[config.mk]
export PLATFORM = sky130hd
export DESIGN_NAME = axis_cpu_stage1
export DESIGN_NICKNAME = d
export VERILOG_FILES = /design/src/rtl/axis_cpu_stage1.sv
export SDC_FILE = /design/constraint.sdc
export NUM_CORES = 1
export LEC_CHECK = 0
export CORE_AREA = 2 2 56 58
export DETAILED_ROUTE_END_ITERATION = 8
export DIE_AREA = 0 0 58 60
export PLACE_DENSITY_LB_ADDON = 0.12
export SETUP_SLACK_MARGIN = 0.05
export SKIP_LAST_GASP = 1
export SLEW_MARGIN = 30
export SYNTH_ARGS = -nofsm -noshare
export SYNTH_HDL_FRONTEND = slang
export SYNTH_SLANG_ARGS = --single-unit
[constraint.sdc]
create_clock -name clk -period 2.6 [get_ports clk]
set_clock_uncertainty 0.2 [all_clocks]
set_input_delay 0.52 -clock clk [delete_from_list [all_inputs] [get_ports clk]]
set_output_delay 0.52 -clock clk [all_outputs]
set_load 0.02 [all_outputs]
[src/rtl/axis_cpu_stage1.sv]
// axis_cpu_stage1 -- decode/issue stage of the axis_cpu controller.
//
// Sits between stage0 (fetch) and stage2 (writeback). Decodes the incoming
// 8-bit instruction, holds it back while stage2 still has a pending write to
// an operand it needs, and launches the ALU operation when the instruction
// is accepted. The accepted instruction is registered for stage2, together
// with its valid flag and a saturating PC-advance age counter that stage2
// uses for jump correction.
//
// Handshake: a transfer happens on a rising clk edge when the producer's
// valid and the consumer's ready are both high. Valid does not depend on
// ready. Here stage0 -> stage1 uses prev_vld/rdy and stage1 -> stage2 uses
// vld/next_rdy.
//
// Optional feature: define AXIS_CPU_STAGE1_STALL_CNT_EN to add the
// stall_cycles output, a wrapping 32-bit count of cycles in which a valid
// instruction is held back by a hazard.
//
// Ports:
//   clk, rst            clock; asynchronous active-low reset
//   instr_in, prev_vld  instruction from stage0 and its valid
//   rdy                 this stage accepts instr_in
//   icount_in, PC_en    age of instr_in; PC advanced this cycle
//   instr_out, vld      registered instruction to stage2 and its valid
//   next_rdy            stage2 ready
//   icount              registered age counter to stage2
//   branch_mispredict   flush from stage2
//   stage2_writes_A/X/imm  pending writes in stage2 (hazard sources)
//   ALU_sel, B_sel, ALU_en  ALU operation, B operand select (1=X), launch strobe
//   stall_cycles        hazard stall counter (optional feature only)

module axis_cpu_stage1 #(
  parameter int CODE_ADDR_WIDTH = 10,
  parameter int ICOUNT_WIDTH    = 6
) (
  input  logic                    clk,
  input  logic                    rst,
  input  logic [7:0]              instr_in,
  input  logic                    prev_vld,
  output logic                    rdy,
  input  logic [ICOUNT_WIDTH-1:0] icount_in,
  input  logic                    PC_en,
  output logic [7:0]              instr_out,
  output logic                    vld,
  input  logic                    next_rdy,
  output logic [ICOUNT_WIDTH-1:0] icount,
  input  logic                    branch_mispredict,
  input  logic                    stage2_writes_A,
  input  logic                    stage2_writes_X,
  input  logic                    stage2_writes_imm,
  output logic [3:0]              ALU_sel,
  output logic                    B_sel,
  output logic                    ALU_en
`ifdef AXIS_CPU_STAGE1_STALL_CNT_EN
  ,
  output logic [31:0]             stall_cycles
`endif
);

  // axis_cpu_defs encodings used by this stage.
  localparam logic [2:0] CLASS_ALU   = 3'b100;
  localparam logic [2:0] CLASS_JMP   = 3'b101;
  localparam logic [2:0] JMP_JA      = 3'b000;
  localparam logic [3:0] ALU_SEL_CMP = 4'hD;

  // The code address width only keeps the parameter list uniform across
  // the pipeline stages; nothing in this stage addresses code memory.
  logic unused_code_addr;
  assign unused_code_addr = ^CODE_ADDR_WIDTH;

  logic [2:0] op_class;
  logic [2:0] op_type;
  logic       b_x;
  logic       is_alu;
  logic       is_cond_jmp;
  logic       needs_alu;
  logic       hazard;
  logic       accept;

  assign op_class    = instr_in[7:5];
  assign b_x         = instr_in[4];
  assign op_type     = instr_in[2:0];
  assign is_alu      = (op_class == CLASS_ALU);
  assign is_cond_jmp = (op_class == CLASS_JMP) && (op_type != JMP_JA);
  assign needs_alu   = is_alu || is_cond_jmp;

  // Loads, stores and register moves read their operands in stage2, so
  // only ALU-using instructions can collide with a pending stage2 write.
  assign hazard = needs_alu &&
                  (stage2_writes_A ||
                   (b_x && stage2_writes_X) ||
                   (!b_x && stage2_writes_imm));

  // Including rst keeps rdy (and hence ALU_en) low while reset is applied.
  assign rdy    = (!vld || next_rdy) && !hazard && !branch_mispredict && rst;
  assign accept = prev_vld && rdy;

  always_comb begin
    ALU_sel = 4'h0;
    if (is_alu) begin
      ALU_sel = instr_in[3:0];
    end else if (is_cond_jmp) begin
      ALU_sel = ALU_SEL_CMP;
    end
  end

  assign B_sel  = b_x;
  assign ALU_en = accept && needs_alu;

  // Age counter increment that sticks at all-ones instead of wrapping.
  function automatic logic [ICOUNT_WIDTH-1:0] sat_inc(
    input logic [ICOUNT_WIDTH-1:0] base,
    input logic                    inc
  );
    logic [ICOUNT_WIDTH:0] sum;
    sum = {1'b0, base} + {{ICOUNT_WIDTH{1'b0}}, inc};
    sat_inc = sum[ICOUNT_WIDTH] ? {ICOUNT_WIDTH{1'b1}} : sum[ICOUNT_WIDTH-1:0];
  endfunction

  always_ff @(posedge clk or negedge rst) begin
    if (!rst) begin
      instr_out <= 8'h00;
      vld       <= 1'b0;
      icount    <= '0;
    end else if (branch_mispredict) begin
      // Flush: whatever stage2 takes this cycle retires, the rest is dropped.
      vld <= 1'b0;
    end else if (accept) begin
      instr_out <= instr_in;
      vld       <= 1'b1;
      icount    <= sat_inc(icount_in, PC_en);
    end else if (vld && next_rdy) begin
      vld <= 1'b0;
    end else if (vld && !next_rdy) begin
      // Held instruction keeps ageing while stage2 backpressures.
      icount <= sat_inc(icount, PC_en);
    end
  end

`ifdef AXIS_CPU_STAGE1_STALL_CNT_EN
  always_ff @(posedge clk or negedge rst) begin
    if (!rst) begin
      stall_cycles <= 32'd0;
    end else if (prev_vld && hazard && !branch_mispredict) begin
      stall_cycles <= stall_cycles + 32'd1;
    end
  end
`endif

endmodule

**Word level (Yosys, flattened, before mapping)**

Cells that the tools add are included.

- Output and inout port bits: 22
- Bits of input ports: 23
- Word-level logic and storage cells: 44
- Register bits after elaboration: 15

- Bitwise gates (word level): 1
- Add/subtract/negate cells: 2
- Reductions and logical operators: 25
- Muxes and demuxes: 10
- Eq/ne operators: 3

Operators by type and width:

| operator | number |
|---|---|
| $mux 6 | 5 |
| $add 6x1->7 | 2 |
| $logic_and 1x1->1 | 11 |
| $mux 4 | 2 |
| $eq 3x3->1 const B | 2 |
| $reduce_bool 3->1 | 2 |
| $logic_not 1->1 | 5 |
| $logic_or 1x1->1 | 4 |
| $mux 1 | 3 |
| $reduce_and 3->1 | 1 |
| $ne 2x2->1 const B | 1 |
| $reduce_and 2->1 | 1 |
| $reduce_bool 2->1 | 1 |
| $not 1->1 | 1 |

**Longest topological paths before layout**

- Depth in word-level cells: 11
- Gate-level depth with buffers: 6
- Mapped depth without buffers: 6

**Worst setup path after synthesis**

Ideal clock, no wire load.

- Path type: input port to output port
- Start: input stage2_writes_imm
- End: output ALU_en
- Path buffers: 1
- Stages on the path: 5
- Required time: 1.880 ns
- Arrival: 1.458 ns
- Slack: 0.422 ns
- Cells stage by stage: nor2b_1 -> a211oi_2 -> o31ai_4 -> buf_6 -> nor2_1

- Longest elaborated chain between the ends: 9

Ends and longest elaborated chain:

| element | line | RTL |
|---|---|---|
| from (decl) | 50 | `input logic stage2_writes_imm,` |
| $logic_and 1x1->1 | 92 | `(!b_x && stage2_writes_imm));` |
| $logic_or 1x1->1 | 91 | `(b_x && stage2_writes_X) \|\|` |
| $logic_and 1x1->1 | 89 | `assign hazard = needs_alu &&` |
| $logic_not 1->1 | 95 | `assign rdy = (!vld \|\| next_rdy) && !hazard && !branch_mispredict && rst;` |
| $logic_and 1x1->1 (3 in a row) | 95 |  |
| $logic_and 1x1->1 | 96 | `assign accept = prev_vld && rdy;` |
| $logic_and 1x1->1 | 108 | `assign ALU_en = accept && needs_alu;` |
| to (decl) | 53 | `output logic ALU_en` |

Every way passes these cells.

**Final worst setup path**

- Start: input instr_in[4]
- End: output rdy

- Longest elaborated chain between the ends: 8
- Elaborated cells on any way between the ends: 10
- Those cells by class: 10 x reduce/logical

Ends and longest elaborated chain:

| element | line | RTL |
|---|---|---|
| from (decl) | 38 | `input logic [7:0] instr_in,` |
| $logic_and 1x1->1 / $logic_not 1->1 (equally long branches) | 91, 92 |  |
| $logic_or 1x1->1 / $logic_and 1x1->1 (equally long branches) | 90, 92 |  |
| $logic_or 1x1->1 (*) | 91 |  |
| $logic_and 1x1->1 (*) | 89 |  |
| $logic_not 1->1 (*) | 95 |  |
| $logic_and 1x1->1 (*) (3 in a row) | 95 |  |
| to (decl) | 40 | `output logic rdy,` |

Every way passes the cells marked *; elsewhere a longest branch is shown, timed or not.

==> metrics <==
final RePlAce weighted congestion=0.773; largest incremental delay on the critical path=0.51 ns; most numerous cell types in the synthesized netlist=15 x sky130_fd_sc_hd__dfrtp_1, 10 x sky130_fd_sc_hd__mux2i_1, 10 x sky130_fd_sc_hd__nor2_1; Antenna Nets Post-Route=0; via count of the routed design=910; die outline width=58 um; total half-perimeter wirelength after legalization and detailed placement=1890 um; Crit Path Category=input pin to output pin; number of inserted filler cells in the final layout=273; critical path cell sequence=clkdlybuf4s50_1, nor2b_1, a211oi_2, o2111a_1, clkbuf_2; max-slew violation total from the final report=0; Cell variety after synth=29; final core utilization=55.0%; cell with the most instances after synthesis=sky130_fd_sc_hd__dfrtp_1; worst-margin pin slew=0.316 ns; type of the tightest min-delay check=register to register; final wirelength=2370 um; CTS H-Tree Depth=1; setup fix buffers added after clock tree synthesis=0; power per cell area=553 mW/mm2; buffer levels on the longest clock path=2; top-area cell type share of the netlist area=37.6%; number of antenna violations at the first check in global routing=0; hold-fix buffer count after cts=0; TritonCTS buffer count=3; placeable core area=0.00290 mm2; final layout net count=183; number of antenna diodes=0; run status=finished, final reports clean; mean instance size in the synthesized netlist=10.7 um2; Post-Synthesis Net Count=120; highest clock rate=405 MHz; number of top-level pins=45; number of global-route vias before repair=922; leakage=0.780 nW; count of mapped cells out of synthesis=93; EDFF count, synth=0; terminus of the critical flop-to-flop path=instr_out[0]; CTS clock-pin slew for the worst setup and hold paths=0.10 ns; per-cell via count in the routed design=4.84; start point of the worst min-delay path=instr_out[5]; placement-stage worst setup slack=-0.348 ns; largest area contributor in the synthesized netlist=sky130_fd_sc_hd__dfrtp_1; Worst R2R Path Depth=5; worst-path maximum fanout=3; Avg WL per Cell=12.6 um; cell area after placement=0.00158 mm2; global-route congestion overflow total=0; count of placed standard cells in the final layout, fillers left out=188; most used flip-flop cell after synthesis=sky130_fd_sc_hd__dfrtp_1; total standard cell area after synthesis=997 um2; period utilisation layout=95.1%; max-cap violation count=0; largest cells by area after synthesis=sky130_fd_sc_hd__dfrtp_1 38%, sky130_fd_sc_hd__mux2i_1 10%, sky130_fd_sc_hd__mux2_2 7.9%; endpoints failing setup=0; number of synthesized register bits=15; clock latency at the later pin of the worst-skew pair=0.29 ns; CP startpoint kind=input pin; IR Drop Worst-Case VDD=0.383 mV; DIE HEIGHT=60 um; maximum number of pins on one net before global-route repair=16; worst endpoint required time=1.88 ns; CP startpoint=instr_in[4]; P&R area growth vs syn=60.0%; worst rel slew slack=78.9%; post-route minimum period=2.47 ns; clock tree from TritonCTS=yes; type of destination of the critical path=output pin; number of cell rows=20; first-pass GRT wire length=3930 um; Design Power=0.000883 W; share of flip-flops with an asynchronous set or reset=100%; placed instance count=184; master cell of the clock root buffer=sky130_fd_sc_hd__clkbuf_4; final hold viol count=0; post-layout instance area=0.00160 mm2; share of the yosys chip area belonging to registers=37.6%; full die area=0.00348 mm2; drt initial violations=28; yosys synthesis warning count=0; number of iterations in the first detailed-routing pass=4; critical path capture point=rdy; clock net sink count=15; initial cell density of the core=34.4%; GRT Overall Usage=15.0%; startpoint of the lowest-slack register-to-register path=vld; Post-route DRC=0; setup slack of the worst register-to-register path=0.89 ns; slowest library cell on the worst path=sky130_fd_sc_hd__clkdlybuf4s50_1; Port-buffer cells=44; setup slack after layout=0.128 ns; worst path arrival time=1.75 ns; setup repair after global routing missed its margin=no; share of final-layout standard cells stronger than drive strength 1=23.9%
==> cell type report <==
type	count	area (um2)	share of cell area, %
tap	33	41.3	2.59
multi-input combinational	72	588	36.9
clock buffer	3	22.5	1.41
inverter	4	15.0	0.941
sequential	15	375	23.5
clock inverter	1	5.00	0.314
timing repair buffer	60	548	34.4
==> worst max-delay path, delay by kind of cell <==
family | cells | cell delay, ns
compound gates | 2 | 0.49
buf+inv | 2 | 0.67
simple gates | 1 | 0.07
==> power by group <==
part           switching [W]  internal, W  leakage [nW]
registers          0.0000504     0.000290         0.179
logic               0.000179     0.000225         0.583
clock network      0.0000805    0.0000571        0.0177
total               0.000310     0.000573         0.780
==> cells in the final DEF, fill, tap and decap left out, types with 2 or more instances in the layout <==
cell type                         Yosys  final
sky130_fd_sc_hd__nand2_1              3      3
sky130_fd_sc_hd__nor2b_1              2      2
sky130_fd_sc_hd__mux2_4               2      2
sky130_fd_sc_hd__buf_2                0      2
sky130_fd_sc_hd__a21oi_1              2      2
sky130_fd_sc_hd__o21ai_0              4      4
sky130_fd_sc_hd__nand4_1              3      3
sky130_fd_sc_hd__mux2_2               7      7
sky130_fd_sc_hd__clkbuf_4             0      3
sky130_fd_sc_hd__dfrtp_1             15     15
sky130_fd_sc_hd__nand2b_1             6      6
sky130_fd_sc_hd__ha_1                 4      4
sky130_fd_sc_hd__o22ai_1              2      2
sky130_fd_sc_hd__nor2_1              10     10
sky130_fd_sc_hd__mux2i_1             10     10
sky130_fd_sc_hd__buf_4                1     16
sky130_fd_sc_hd__clkdlybuf4s50_1      0     36
sky130_fd_sc_hd__inv_1                4      4
sky130_fd_sc_hd__dlygate4sd2_1        0      2
sky130_fd_sc_hd__and3_1               2      2
sky130_fd_sc_hd__dlymetal6s2s_1       0      2
sky130_fd_sc_hd__nand3_1              4      4
==> routing by layer <==
metal / global-route usage, % / part of all wire [%]
met1: 17.5 / 45
met5: 0 / 0
met2: 25.6 / 49
met3: 5.19 / 5.3
met4: 4.98 / 1.1
==> how the worst min path moves through the flow <==
stage,to,cells after the start
after floorplan,icount[0],0
after global placement,instr_out[5],1
after detailed placement,instr_out[5],1
after CTS,instr_out[5],1
after global routing,instr_out[5],1
final,instr_out[5],1
==> timing repair <==
| action | 4_1_cts | 5_1_grt |
|---|---|---|
| resized for setup | 11 | 6 |
| pin swaps | 0 | 1 |
| setup endpoints to repair | 6 | 5 |
==> stage by stage <==
step                      TNS, ns  hold slack [ns]
after floorplan                 0           0.0244
final                           0            0.315
after global placement      -1.28            0.289
after global routing            0            0.329
after detailed placement    -1.35            0.295
after CTS                 -0.0741            0.320
==> sequential cells by signal (all words and copies together) (netlist names) <==
| signal | cells |
|---|---|
| vld | 1 |
| icount | 6 |
| instr_out | 8 |
==> logic make-up (layout without fill, tap and decap cells) <==
kind of cell / count (synthesis) / in the layout / synth area share [%]
AND/OR/NAND/NOR: 35 / 35 / 21.7
multiplexers: 19 / 19 / 21.0
flip-flops: 15 / 15 / 37.6
AO/OA/AOI/OAI: 12 / 12 / 9.54
buffers and inverters: 6 / 68 / 3.39
adder cells (fa/ha/maj): 4 / 4 / 5.02
XOR/XNOR: 2 / 2 / 1.76
Power figures use the tool's default switching activity.
